## src/rtl/sysid_check_sequencer.sv

```systemverilog
// sysid_check_sequencer
// Reads the system-ID slave (ID word, then build timestamp) after reset and on
// demand, compares against build-time constants with bounded retries, reports
// pass/fail, and then lends the same slave to a CPU-side Avalon-MM read port.
module sysid_check_sequencer #(
  parameter logic [31:0] EXP_ID        = 32'h0000_0000,
  parameter logic [31:0] EXP_TIMESTAMP = 32'h5BA8_CA7E,
  parameter bit          CHECK_TS      = 1'b1,
  parameter int unsigned READ_WAIT     = 1,
  parameter int unsigned MAX_RETRY     = 3,
  parameter int unsigned RETRY_GAP     = 8
) (
  input  logic        clock,
  input  logic        reset,
  input  logic        recheck,
  output logic        sid_address,
  input  logic [31:0] sid_readdata,
  input  logic        cpu_address,
  input  logic        cpu_read,
  output logic        cpu_waitrequest,
  output logic [31:0] cpu_readdata,
  output logic        cpu_readdatavalid,
  output logic [31:0] id_value,
  output logic [31:0] ts_value,
  output logic        done,
  output logic        pass,
  output logic        fail,
  output logic [3:0]  retry_count
);

  localparam logic [2:0] ST_RD_ID   = 3'd0;
  localparam logic [2:0] ST_RD_TS   = 3'd1;
  localparam logic [2:0] ST_COMPARE = 3'd2;
  localparam logic [2:0] ST_GAP     = 3'd3;
  localparam logic [2:0] ST_DONE    = 3'd4;
  localparam logic [2:0] ST_CPU_RD  = 3'd5;

  localparam logic [2:0] WAIT_LAST = 3'(READ_WAIT);
  localparam logic [7:0] GAP_LAST  = 8'(RETRY_GAP - 1);
  localparam logic [3:0] RETRY_MAX = 4'(MAX_RETRY);

  logic [2:0]  state_q, state_d;
  logic [2:0]  wait_cnt_q, wait_cnt_d;
  logic [7:0]  gap_cnt_q, gap_cnt_d;
  logic        pending_q, pending_d;
  logic        cpu_addr_q, cpu_addr_d;
  logic        waitreq_q, waitreq_d;
  logic [31:0] cpu_rdata_q, cpu_rdata_d;
  logic        cpu_valid_q, cpu_valid_d;
  logic [31:0] id_q, id_d;
  logic [31:0] ts_q, ts_d;
  logic        pass_q, pass_d;
  logic        fail_q, fail_d;
  logic [3:0]  retry_q, retry_d;
  logic        match;

  // Captured values match the build constants (timestamp optional)
  always_comb begin
    match = (id_q == EXP_ID) && (!CHECK_TS || (ts_q == EXP_TIMESTAMP));
  end

  // Slave address follows the active reader: timestamp phase or latched CPU address
  always_comb begin
    sid_address = (state_q == ST_RD_TS) || ((state_q == ST_CPU_RD) && cpu_addr_q);
  end

  // Next-state and datapath logic for the check sequence and CPU arbitration
  always_comb begin
    state_d     = state_q;
    wait_cnt_d  = wait_cnt_q;
    gap_cnt_d   = gap_cnt_q;
    pending_d   = pending_q;
    cpu_addr_d  = cpu_addr_q;
    cpu_rdata_d = cpu_rdata_q;
    cpu_valid_d = 1'b0;
    id_d        = id_q;
    ts_d        = ts_q;
    pass_d      = pass_q;
    fail_d      = fail_q;
    retry_d     = retry_q;

    case (state_q)
      ST_RD_ID: begin
        if (wait_cnt_q == WAIT_LAST) begin
          id_d       = sid_readdata;
          wait_cnt_d = 3'd0;
          state_d    = ST_RD_TS;
        end else begin
          wait_cnt_d = wait_cnt_q + 3'd1;
        end
      end
      ST_RD_TS: begin
        if (wait_cnt_q == WAIT_LAST) begin
          ts_d       = sid_readdata;
          wait_cnt_d = 3'd0;
          state_d    = ST_COMPARE;
        end else begin
          wait_cnt_d = wait_cnt_q + 3'd1;
        end
      end
      ST_COMPARE: begin
        if (match) begin
          pass_d  = 1'b1;
          state_d = ST_DONE;
        end else if (retry_q < RETRY_MAX) begin
          retry_d   = retry_q + 4'd1;
          gap_cnt_d = 8'd0;
          state_d   = ST_GAP;
        end else begin
          fail_d  = 1'b1;
          state_d = ST_DONE;
        end
      end
      ST_GAP: begin
        if (gap_cnt_q == GAP_LAST) begin
          gap_cnt_d  = 8'd0;
          wait_cnt_d = 3'd0;
          state_d    = ST_RD_ID;
        end else begin
          gap_cnt_d = gap_cnt_q + 8'd1;
        end
      end
      ST_DONE: begin
        if (pending_q) begin
          pending_d  = 1'b0;
          pass_d     = 1'b0;
          fail_d     = 1'b0;
          retry_d    = 4'd0;
          wait_cnt_d = 3'd0;
          state_d    = ST_RD_ID;
        end else if (cpu_read) begin
          cpu_addr_d = cpu_address;
          wait_cnt_d = 3'd0;
          state_d    = ST_CPU_RD;
          if (recheck) begin
            pending_d = 1'b1;
          end
        end else if (recheck) begin
          pass_d     = 1'b0;
          fail_d     = 1'b0;
          retry_d    = 4'd0;
          wait_cnt_d = 3'd0;
          state_d    = ST_RD_ID;
        end
      end
      ST_CPU_RD: begin
        if (recheck) begin
          pending_d = 1'b1;
        end
        if (wait_cnt_q == WAIT_LAST) begin
          cpu_rdata_d = sid_readdata;
          cpu_valid_d = 1'b1;
          wait_cnt_d  = 3'd0;
          state_d     = ST_DONE;
        end else begin
          wait_cnt_d = wait_cnt_q + 3'd1;
        end
      end
      default: begin
        wait_cnt_d = 3'd0;
        state_d    = ST_RD_ID;
      end
    endcase

    // A DONE cycle that is about to launch a pending recheck refuses CPU reads
    waitreq_d = !((state_d == ST_DONE) && !pending_d);
  end

  // State and output registers with synchronous dominant reset
  always_ff @(posedge clock) begin
    if (reset) begin
      state_q     <= ST_RD_ID;
      wait_cnt_q  <= 3'd0;
      gap_cnt_q   <= 8'd0;
      pending_q   <= 1'b0;
      cpu_addr_q  <= 1'b0;
      waitreq_q   <= 1'b1;
      cpu_rdata_q <= 32'd0;
      cpu_valid_q <= 1'b0;
      id_q        <= 32'd0;
      ts_q        <= 32'd0;
      pass_q      <= 1'b0;
      fail_q      <= 1'b0;
      retry_q     <= 4'd0;
    end else begin
      state_q     <= state_d;
      wait_cnt_q  <= wait_cnt_d;
      gap_cnt_q   <= gap_cnt_d;
      pending_q   <= pending_d;
      cpu_addr_q  <= cpu_addr_d;
      waitreq_q   <= waitreq_d;
      cpu_rdata_q <= cpu_rdata_d;
      cpu_valid_q <= cpu_valid_d;
      id_q        <= id_d;
      ts_q        <= ts_d;
      pass_q      <= pass_d;
      fail_q      <= fail_d;
      retry_q     <= retry_d;
    end
  end

  assign cpu_waitrequest   = waitreq_q;
  assign cpu_readdata      = cpu_rdata_q;
  assign cpu_readdatavalid = cpu_valid_q;
  assign id_value          = id_q;
  assign ts_value          = ts_q;
  assign pass              = pass_q;
  assign fail              = fail_q;
  assign done              = pass_q | fail_q;
  assign retry_count       = retry_q;

endmodule

```

## config.mk

```make
export PLATFORM = sky130hd
export DESIGN_NAME = sysid_check_sequencer
export DESIGN_NICKNAME = d
export VERILOG_FILES = /design/src/rtl/sysid_check_sequencer.sv
export SDC_FILE = /design/constraint.sdc
export NUM_CORES = 1
export LEC_CHECK = 0
export CAP_MARGIN = 30
export CORE_ASPECT_RATIO = 0.9
export CORE_MARGIN = 1
export CORE_UTILIZATION = 50
export CTS_CLUSTER_SIZE = 16
export DETAILED_ROUTE_END_ITERATION = 8
export PLACE_DENSITY = 0.95
export SYNTH_ARGS = -nofsm -noshare
export SYNTH_HDL_FRONTEND = slang
export SYNTH_SLANG_ARGS = --single-unit
```

## constraint.sdc

```tcl
create_clock -name clock -period 2.9 [get_ports clock]
set_input_delay 0.29 -clock clock [delete_from_list [all_inputs] [get_ports clock]]
set_output_delay 0.29 -clock clock [all_outputs]
set_load 0.02 [all_outputs]
```

======== After elaboration in Yosys (flattened, before gate mapping) ========
Index checks and enable logic that the tools add are counted.
storage, ports and cells
  register bits after elaboration ......... 120
  memories kept ........................... 0
  memory bits (read-only) ................. 0
  bits in writable memories ............... 0
  latch bits .............................. 0
  input bits .............................. 37
  logic and storage cells ................. 99
cells by class
  bitwise logic cells ..................... 4
  div/mod/pow operators ................... 0
  add/sub/neg operators ................... 3
  multiplexer cells ....................... 40
  equal/unequal tests ..................... 17
  $lt $le $gt $ge ......................... 1
  reductions and logical operators ........ 21
  multiply operators ...................... 0
  shift operators ......................... 0
operators with widths
  operator                                                number
  two-way mux 3 bit                                       14
  equality test 32 x 31 -> 1 bit (second input constant)  1
  zero test 32 bit                                        1
  two-way mux 8 bit                                       3
  two-way mux 4 bit                                       5
  case mux 3 bit (6 select lines)                         1
  case mux 8 bit (2 select lines)                         1
  case mux 3 bit (4 select lines)                         1
  two-way mux 1 bit                                       11
  != test 2 bit (second input constant)                   5
  AND reduction 5 bit                                     2
  equality test 3 bit (second input constant)             3
  AND reduction 3 bit                                     3
  adder 8 x 1 -> 8 bit (second input constant)            1
  equality test 8 x 3 -> 1 bit (second input constant)    1
  case mux 4 bit (2 select lines)                         1
  equality test 3 x 1 -> 1 bit (second input constant)    2
  equality test 3 x 2 -> 1 bit (second input constant)    2
  != test 3 bit (second input constant)                   2
  case mux 1 bit (2 select lines)                         3
  AND reduction 2 bit                                     3
  adder 4 x 1 -> 4 bit (second input constant)            1
  < comparator 4 x 2 -> 1 bit (second input constant)     1
  != test 4 bit (second input constant)                   1
  11 further kinds                                        17

======== Logic depth before layout (Yosys ltp) ========
Gate-level depths: netlist of run 1.
  depth after elaboration ................. 7
  depth in mapped cells ................... 8
  depth with buffers taken out ............ 7

======== Least setup slack after synthesis of run 1 ========
Ideal clock, no wire load.
  path kind ............................... register to register
  start ................................... register retry_q[0] (netlist: retry_count[0])
  end ..................................... register gap_cnt_q[5]
  required time ........................... 2.829 ns
  cell stages (with the launch flop) ...... 8
  arrival ................................. 2.021 ns
  path buffers ............................ 2
  slack ................................... 0.808 ns
  cells stage by stage .................... dfxtp_1 ha_1 or3_1 buf_2 o31a_1 buf_6 or4_1 a21oi_1
between the ends
  word-level cells in the longest chain between the ends .. 3
ends and longest elaborated chain
  element                               line  text
  start: declaration                    54    logic [3:0] retry_q, retry_d;
  start signal: assignment              198   retry_q <= retry_d;
  < comparator 4 x 2 -> 1 bit           105   end else if (retry_q < RETRY_MAX) begin
  != test 2 bit (no source line)        --
  AND reduction 3 bit (no source line)  --
  end signal: assignment                188   gap_cnt_q <= gap_cnt_d;
  end: declaration                      44    logic [7:0] gap_cnt_q, gap_cnt_d;
No other way between the ends.
A chain may end at the register's enable or synchronous reset.

======== Worst setup path in the final report of run 1 ========
  start ................................... register state_q[0]
  end ..................................... output port sid_address
between the ends
  word-level cells in the longest chain between the ends .. 3
ends and longest elaborated chain
  element                   line  text
  start: declaration        42    logic [2:0] state_q, state_d;
  start signal: assignment  186   state_q <= state_d;
  equality test 3 bit       64    sid_address = (state_q == ST_RD_TS) || ((state_q == ST_CPU_RD) && cpu_addr_q);
  logical AND 1 bit         64
  logical OR 1 bit (*)      64
  end: declaration          16    output logic sid_address,
Mark *: on every way between the ends. The rest lies on a longest branch, timed or not.

==> flow_metrics.tcl, run 1 <==
set metrics [dict create \
    status "complete, no violations" \
    min_period_ns 2.56 \
    stdcell_count 846 \
    pwr-share-comb 0.165 \
    antenna_cells 0 \
    setup_slack_ns 0.344 \
    root_buffer "clkbuf_8" \
    synthCells 582 \
    nFillCells 584 \
    seqPwrFrac 0.396 \
    num_vias 4843 \
    finalMaxSlewViolations 0 \
    hpwl_um 10200 \
    power.density_nw_per_um2 691 \
    skew_ns 0.00963 \
    grt_use_met1 0.367 \
    cap_violations 0 \
    cts_hold_buf 0 \
    fp.dieW_um 103 \
    grtUsageTotal 0.324 \
    critPathCaptureType "output port" \
    hold_class "primary input to register" \
    clk_latency_ns 0.52 \
    wl_per_cell_um 17.8 \
    overflow 0 \
    hold_violations 0 \
    totalPowerFinal_mw 4.64 \
    syn-num-nets 621 \
    cp-start-kind "register" \
    yosys.area.top_type "dfxtp_1" \
    cts_tree "built" \
    worst-path-max-fanout 14 \
    synth_edf_count 0 \
    h-tree-depth 4 \
    die_area_um2 9540 \
    finalSetupViolations 0 \
    seq_area_frac_synth 0.525 \
    register_area_um2 2400 \
    peakVddDrop_mv 0.550 \
    drtIter0Drc 404 \
    p_switching_mw 1.33 \
    timing.hold.ws_ns 0.236 \
    worst_pin_slew_ns 0.898 \
    yosysMostFrequentCell "nand2_1" \
    grt_setup_unrepaired "no" \
    rows 32 \
    place_inst 814 \
    pre_cts_ws_ns 0.562 \
    fin_crit_sh 0.882 \
    nNetsFinal 753 \
    io-pin-count 143 \
    worst_ep_required_time_ns 2.61 \
    viasPerCell 5.72 \
    arrival_ns 2.27 \
    gp_congestion 0.829 \
    path_class "register to output port" \
    synthArstFlopShare 0 \
    top_usage_layer "met2" \
    p_sw_frac 0.287 \
    grt_pass1_wl_um 23400 \
    clkPwrFrac 0.439 \
    cts_buffers 17 \
    cts_sinks 120 \
    syn_to_final_growth_pct 46.7 \
    clk_pin_slew_ns 0.06 \
    grt_pass1_vias 4736 \
    yosys-top-cells-count "201 x nand2_1, 120 x dfxtp_1, 115 x a21oi_1" \
    yosys_warnings 0 \
    synth_flop_cell "dfxtp_1" \
    firstDrtPassIters 5 \
    avgSynthCellArea_um2 7.86 \
    fin_setup_tns_ns 0 \
    fp.coreArea_um2 8730 \
    synthTopCellsByArea "dfxtp_1 53%, nand2_1 16%, a21oi_1 13%" \
    synth-seq-cells 120 \
    clock.fmax_mhz 391 \
    synth_top_cell_area_share 0.525 \
    remaining_drc_errors 0 \
    ant_nets 0 \
    internal_power_mw 3.31 \
    met2_usage 0.549 \
    die_h_um 92.8 \
    relSlewSlack 0.393 \
    met3_usage 0.123 \
    grt_max_degree 49 \
    totalWireLength_um 15000 \
    multiInputGateArea_um2 2010 \
    syn_area_um2 4580 \
    drive_above_1_share 0.0646 \
    clock_path_buffers 2 \
    start_util 0.524 \
    netlist-cell-type-count 42 \
    ctsResizeCount 0 \
    p_leak_nw 2.33 \
    cts_setup_buffers 0 \
    grt_antenna_before_repair 0 \
    buffer_ports.inserted 142 \
]
-- registers in the layout, summed over array words and instances, names as in the netlist, 3 cells and up --
register      flops
state_q           3
retry_count       4
id_value         32
cpu_readdata     32
gap_cnt_q         8
wait_cnt_q        3
ts_value         32
-- final timing paths --
path	startpoint	endpoint	slack, ns	depth (start not counted)
max reg2reg	ts_value[23]	gap_cnt_q[7]	0.48	6
max	state_q[0]	sid_address	0.34	3
min	reset	cpu_readdatavalid	0.24	2
min reg2reg	retry_count[3]	retry_count[3]	0.45	2
-- layout by cell type (no fill, tap or decap), drive strengths merged, types with 5 or more instances in the layout --
cell,n
inv,10
o21ai,7
clkdlybuf4s50,141
buf,10
nand2b,5
nor4,8
nand2,201
nand3,5
a21oi,115
nor3,7
nor2,19
dfxtp,120
clkinvlp,5
clkbuf,18
-- final cells by class --
cell class,count,share of cell area
clock inverter,14,0.0220
multi-input combinational,417,0.299
timing repair buffer,151,0.231
inverter,7,0.00392
sequential,120,0.358
clock buffer,18,0.0638
tap,119,0.0222
-- critical path, cell delays in order, from the launching register on --
cell and delay, ns:
dfxtp_1 0.61, inv_1 0.22, a211oi_1 0.26, clkdlybuf4s50_1 0.66
-- layer usage --
layer	part of all wire	wire length, µm	vias to the layer above
li1	-	-	2221
met1	0.37	5600	2300
met2	0.49	7380	281
met3	0.11	1670	41
met4	0.025	376	0
met5	0	0	-
-- logic make-up (layout without fill, tap and decap cells) --
family,count (synthesis),after routing,share of synthesized area
simple gates,273,273,0.261
compound gates,137,137,0.159
flops,120,120,0.525
buf+inv,45,190,0.0388
mux,3,3,0.00656
fa+ha+maj,2,2,0.00547
xor+xnor,2,2,0.00383
-- power groups by stage --
stage / registers [mW] / clock network, mW / logic, mW
finish: 1.84 / 2.04 / 0.765
global route: 1.85 / 2.12 / 0.812
CTS: 1.83 / 2.03 / 0.755
detailed placement: 1.87 / 0 / 0.740
global placement: 1.86 / 0 / 0.686
floorplan: 1.93 / 0 / 0.304
-- through the flow --
| stage | area (µm²) | utilization |
|---|---|---|
| after global placement | 6080 | 0.697 |
| after detailed placement | 6130 | 0.703 |
| final | 6710 | 0.769 |
| after CTS | 6710 | 0.769 |
| after floorplan | 4580 | - |
| after global routing | 6710 | 0.769 |
Power figures use the tool's default switching activity.
==> run 2: changes to the inputs <==
Settings changed: CORE_MARGIN 1 to unset, SLEW_MARGIN set to 20.
==> run 2 against run 1 <==
Effect of this change: clock skew fell by 0.0025 ns; combinational power down 1%; wire length is 6.8% higher; worst hold slack got worse by 0.015 ns; critical path type unchanged; critical endpoint unchanged; largest cell class unchanged; highest routed layer unchanged.
==> flow_metrics.tcl, run 2 (synthesized netlist as in run 1, its figures left out) <==
set metrics [dict create \
    fin_crit_sh 0.896 \
    place_area_um2 6110 \
    drive_above_1_share 0.0646 \
    root_buffer "clkbuf_8" \
    critPathCaptureType "output port" \
    cap_violations 0 \
    p_leak_nw 2.35 \
    ant_nets 0 \
    buffer_ports.inserted 142 \
    postLayoutCoreUtil 0.771 \
    hold_end "cpu_readdatavalid" \
    cts_setup_buffers 0 \
    gp_congestion 0.829 \
    hold_class "primary input to register" \
    final_area_um2 6730 \
    die_area_um2 9540 \
    firstDrtPassIters 5 \
    path_class "register to output port" \
    final_common_cell "nand2_1" \
    grtUsageTotal 0.349 \
    cts_hold_buf 0 \
    drtIter0Drc 341 \
    grt_pass1_wl_um 25000 \
    finalMaxSlewViolations 0 \
    grt_pass1_vias 4996 \
    io-pin-count 143 \
    num_vias 4993 \
    cts_tree "built" \
    peakVddDrop_mv 0.529 \
    ctsResizeCount 0 \
    min_path_cells 2 \
    finalSetupViolations 0 \
    nNetsFinal 753 \
    die_h_um 92.8 \
    cp-start-kind "register" \
    grt_setup_unrepaired "no" \
    overflow 0 \
    clk_pin_slew_ns 0.06 \
    fp.dieW_um 103 \
    worst-path-max-fanout 14 \
    min_period_ns 2.60 \
    cts_buffers 17 \
    min-delay-start "reset" \
    grt_max_degree 49 \
    totalWireLength_um 16000 \
    reg2reg_from "ts_value[5]" \
    worst_pin_slew_ns 0.886 \
    clk_latency_ns 0.53 \
    syn_to_final_growth_pct 47.1 \
    r2r_cells 6 \
    fp.coreArea_um2 8730 \
    layout_common_cells "201 x nand2_1, 141 x clkdlybuf4s50_1, 120 x dfxtp_1" \
    wl_per_cell_um 19.0 \
    h-tree-depth 4 \
    r2r_setup_slack_ns 0.45 \
    antenna_cells 0 \
    r2r_end "gap_cnt_q[4]" \
    fin_setup_tns_ns 0 \
    cts_sinks 120 \
    hold_violations 0 \
    remaining_drc_errors 0 \
    rows 32 \
    worst_ep_required_time_ns 2.61 \
    grt_antenna_before_repair 0 \
    hpwl_um 10200 \
    status "complete, no violations" \
    clock.fmax_mhz 385 \
    viasPerCell 5.90 \
    relSlewSlack 0.401 \
    power.density_nw_per_um2 716 \
    arrival_ns 2.31 \
    skew_ns 0.00715 \
    clock_path_buffers 2 \
    start_util 0.524 \
]
==> run 2: cell types whose count changed in the layout (fill, tap and decap cells not counted) <==
cell	change
bufinv_16	+2
buf_8	+1
clkinvlp_4	-3
buf_6	+1
inv_6	-1
clkinv_4	+3
clkinv_2	-1
buf_16	-2
==> run 2: cell type report <==
class                      count  area (µm²)
fill                         581        2000
sequential                   120        2400
clock buffer                  18         428
timing repair buffer         151        1520
tap                          119         149
multi-input combinational    417        2010
clock inverter                14         198
inverter                       7        26.3
==> run 2: metrics by stage <==
stage / hold WS [ns] / cells / setup slack [ns] / power, mW
2_1_floorplan: 0.426 / 582 / 0.808 / 2.24
3_3_place_gp: 0.427 / 812 / 0.674 / 2.54
3_5_place_dp: 0.443 / 814 / 0.543 / 2.59
4_1_cts: 0.208 / 846 / 0.350 / 4.79
5_1_grt: 0.252 / 846 / 0.157 / 4.95
6_report: 0.221 / 846 / 0.303 / 4.82
==> run 2: worst max-delay path by stage <==
stage,startpoint,endpoint
CTS,state_q[0],sid_address
floorplan,retry_count[0],gap_cnt_q[5]
finish,state_q[0],sid_address
global route,state_q[0],sid_address
detailed placement,ts_value[23],gap_cnt_q[7]
global placement,ts_value[23],gap_cnt_q[1]
==> run 2: power by group <==
group / total [mW] / internal, mW / switching (mW) / leakage [nW]
sequential: 1.84 / 1.74 / 0.101 / 0.972
clock: 2.22 / 1.42 / 0.799 / 0.302
combinational: 0.756 / 0.304 / 0.452 / 1.08
==> run 2: critical path: stages, from the launching register on <==
cell and delay, ns:
dfxtp_1 0.62, inv_1 0.22, a211oi_1 0.28, clkdlybuf4s50_1 0.66
==> run 2: per-layer routing <==
layer / share of wire / GRT usage / wire length, µm
met3: 0.11 / 0.129 / 1800
met2: 0.48 / 0.584 / 7720
met1: 0.36 / 0.384 / 5760
met4: 0.047 / 0.175 / 755
met5: 0 / 0 / 0
==> run 3: changes to the inputs <==
Settings changed: HOLD_SLACK_MARGIN set to 0.03.
==> results of run 3 <==
No change in the layout: final DEF, timing and power equal those of run 2.
==> patch 1, RTL diff (flow settings as in run 3) <==
Change the parameter `RETRY_GAP` from 8 to 6.
--- a/src/rtl/sysid_check_sequencer.sv
+++ b/src/rtl/sysid_check_sequencer.sv
@@ -8,7 +8,7 @@
   parameter bit          CHECK_TS      = 1'b1,
   parameter int unsigned READ_WAIT     = 1,
   parameter int unsigned MAX_RETRY     = 3,
-  parameter int unsigned RETRY_GAP     = 8
+  parameter int unsigned RETRY_GAP     = 6
 ) (
   input  logic        clock,
   input  logic        reset,
Behaviour: same outputs for any inputs over 10 cycles, from zero or initial values and one cycle with reset high; that may be too few to reach the edited logic, so the function may still have changed.
==> patch 1 against run 3 <==
Final area up 0.95%. Total power down 3.8%. Critical endpoint unchanged. Area after synthesis up 2.6%. Clock power down 6%. Die area up 2.6%. First-iteration DRC count up 2.6%. Worst setup slack better by 0.24 ns. Sequential cell count unchanged. Hold slack better by 0.0030 ns. Critical path depth unchanged. Critical path type unchanged. Routed wire length down 12%.
==> patch 1: results <==
export IMPL_synth_seq_area_share=0.5116
export IMPL_arrival_ns=2.07
export IMPL_drt_iter0_drc=350
export IMPL_dp_hpwl_um=9958
export IMPL_grt_pass1_wl_um=22690
export IMPL_final_net_count=768
export IMPL_max_slew_margin=0.5595
export IMPL_power_leakage_nw=2.404
export IMPL_fin_skew_ns=0.009046
export IMPL_grt_max_degree=69
export IMPL_ys_warn_count=0
export IMPL_drive_gt1_frac=0.08232
export IMPL_max_stage_delay_ns=0.64
export IMPL_grt_pass1_vias=4709
export IMPL_nFillCells=617
export IMPL_max_vdd_ir_drop_mv=0.4822
export IMPL_final_area_um2=6795
export IMPL_synth_net_count=636
export IMPL_status="finished, final reports clean"
export IMPL_hold_violations=0
export IMPL_routed_wl_um=14150
export IMPL_gr_usage_all_layers=0.2968
export IMPL_worstSkewPairLatency_ns=0.50
export IMPL_synth_cell_type_count=48
export IMPL_ys_top_cells_by_count="nand2_1, dfxtp_1, a21oi_1, clkbuf_1, nor2_1"
export IMPL_synth_area_leaders="dfxtp_1, nand2_1, a21oi_1"
==> patch 1: changes by cell type in the layout (fill, tap and decap cells not counted), moves of 3 or more <==
cell / delta
a31oi_1: +5
and2_1: +3
mux2i_1: -3
nor2_1: +5
nor4bb_1: -3
or2_2: +3
==> patch 1: layout make-up <==
cell class                 instances  area, µm²  area share
sequential                       120       2402      0.3535
inverter                           6      22.52    0.003314
timing repair buffer             151       1514      0.2228
clock buffer                      18      417.9     0.06150
multi-input combinational        432       2112      0.3108
tap                              122      152.6     0.02246
clock inverter                    14      173.9     0.02559
==> patch 1: worst reg2reg max path, delay by kind of cell, from the launching register on <==
kind	cells	cell delay, ns
compound gates	3	0.61
simple gates	3	1.06
buf+inv	1	0.24
flops	1	0.33
==> patch 1: routing by layer <==
layer / part of all wire / up-vias / GRT usage
li1: - / 2275 / -
met1: 0.39 / 2323 / 0.3335
met2: 0.50 / 245 / 0.5183
met3: 0.079 / 41 / 0.07906
met4: 0.035 / 0 / 0.1595
met5: 0 / - / 0
==> patch 1: stage by stage <==
step	setup slack, ns	utilization	std cells	hold WS [ns]
6_report	0.5381	0.7447	863	0.2241
5_1_grt	0.3925	0.7447	863	0.2394
4_1_cts	0.5005	0.7447	863	0.2146
3_5_place_dp	0.6545	0.6798	831	0.4469
3_3_place_gp	0.7268	0.6752	829	0.4418
2_1_floorplan	0.7232	-	596	0.4260
==> patch 1: cells by family (layout without fill, tap and decap cells) <==
group / Yosys count / after routing / synth area share
simple gates: 286 / 286 / 0.2752
compound gates: 142 / 142 / 0.1625
flops: 120 / 120 / 0.5116
buf+inv: 44 / 189 / 0.04023
fa+ha+maj: 3 / 3 / 0.007994
mux: 1 / 1 / 0.002398
==> patch 1: final timing paths <==
check	from	endpoint	slack (ns)	cells after the start
worst max-delay path	state_q[0]	sid_address	0.54	3
worst min-delay path	reset	cpu_readdatavalid	0.22	2
worst max register to register	ts_value[18]	gap_cnt_q[3]	0.59	7
worst min register to register	cpu_readdata[4]	cpu_readdata[4]	0.46	2
==> patch 1: power breakdown <==
part           switching, mW  internal, mW  total [mW]
combinational          0.424         0.302       0.726
clock                  0.765          1.32        2.08
sequential            0.0905          1.74        1.83
total                   1.28          3.36        4.64
==> patch 2, RTL diff (config.mk and constraints of run 3) <==
Without the edit above. `ts_q` no longer has a reset.
--- a/src/rtl/sysid_check_sequencer.sv
+++ b/src/rtl/sysid_check_sequencer.sv
@@ -178,7 +178,6 @@
       cpu_rdata_q <= 32'd0;
       cpu_valid_q <= 1'b0;
       id_q        <= 32'd0;
-      ts_q        <= 32'd0;
       pass_q      <= 1'b0;
       fail_q      <= 1'b0;
       retry_q     <= 4'd0;
@@ -192,11 +191,14 @@
       cpu_rdata_q <= cpu_rdata_d;
       cpu_valid_q <= cpu_valid_d;
       id_q        <= id_d;
-      ts_q        <= ts_d;
       pass_q      <= pass_d;
       fail_q      <= fail_d;
       retry_q     <= retry_d;
     end
+  end
+
+  always_ff @(posedge clock) begin
+    ts_q <= ts_d;
   end
 
   assign cpu_waitrequest   = waitreq_q;
Check against the original RTL: differs if reset is asserted again (counterexample within 10 cycles, from zero or initial values and one cycle with reset high); with reset held inactive, the same outputs for 10 cycles.
==> patch 2 against run 3 <==
Worst setup slack improved by 0.022 ns. Routed wire length decreased by 2.7%. Combinational power decreased by 5.2%. Sequential cell count unchanged. Clock skew increased by 0.0057 ns. Hold slack got worse by 0.067 ns. First-iteration DRC count increased by 17%. Total power decreased by 1.2%. Synthesized cell count decreased by 15%. Area after synthesis increased by 3.2%. Final area increased by 2.6%. Critical path type unchanged. Critical endpoint unchanged.
==> patch 2: results <==
export IMPL_status="finished, final reports clean"
export IMPL_min_to="state_q[2]"
export IMPL_nFillCells=571
export IMPL_clockPowerShare=0.442
export IMPL_whs_ns=0.1538
export IMPL_drt_iter0_drc=398
export IMPL_worst_r2r_endpoint="cpu_waitrequest"
export IMPL_grt_pass1_wl_um=23390
export IMPL_power_density_nw_per_um2=690.0
export IMPL_routedWlPerCell_um=20.08
export IMPL_routed_wl_um=15610
export IMPL_yosys_area_share_adder=0.005298
export IMPL_r2r_cells=5
export IMPL_p_seq_frac=0.408
export IMPL_dpl_instance_area_um2=6279
export IMPL_timing_final_crit_share=0.8879
export IMPL_synth_edf_count=32
export IMPL_synth_compound_area_frac=0.1322
export IMPL_worstReg2RegStart="id_value[20]"
export IMPL_grt_max_degree=59
export IMPL_synth_cell_type_count=49
export IMPL_dp_cells=743
export IMPL_wl_met2_um=7600
export IMPL_reg2reg_slack_ns=0.35
export IMPL_synth_seq_area_share=0.5764
export IMPL_final_net_count=681
export IMPL_synth_area_leaders="dfxtp_1, edfxtp_1, nand2_1"
export IMPL_dp_hpwl_um=9965
export IMPL_synthMuxAreaShare=0
export IMPL_num_vias=4626
export IMPL_gp_congestion=0.8282
export IMPL_cp_max_fo=11
[patch 2: cell types whose count changed after synthesis, moves of 10 or more]
cell	before	now
a21oi_1	115	77
nor2_1	19	9
nand2_1	201	140
edfxtp_1	0	32
clkbuf_1	36	20
dfxtp_1	120	88
[patch 2: area by class of cell]
| type | instances | area share |
|---|---|---|
| multi-input combinational | 344 | 0.2747 |
| clock buffer | 20 | 0.06469 |
| clock inverter | 12 | 0.02156 |
| timing repair buffer | 153 | 0.2194 |
| sequential | 120 | 0.3943 |
| tap | 122 | 0.02211 |
| inverter | 6 | 0.003261 |
[patch 2: metal layers]
metal | vias to the layer above | GRT usage
met2 | 315 | 0.5232
met1 | 2200 | 0.3866
met3 | 51 | 0.07143
met4 | 0 | 0.1679
met5 | - | 0
li1 | 2060 | -
[patch 2: worst register-to-register path, stage by stage, from the launching register on]
cell and delay [ns]:
dfxtp_1 0.35, nor4_1 0.59, nand4_1 0.28, nor4_4 0.60, a21oi_2 0.13, or4_1 0.49
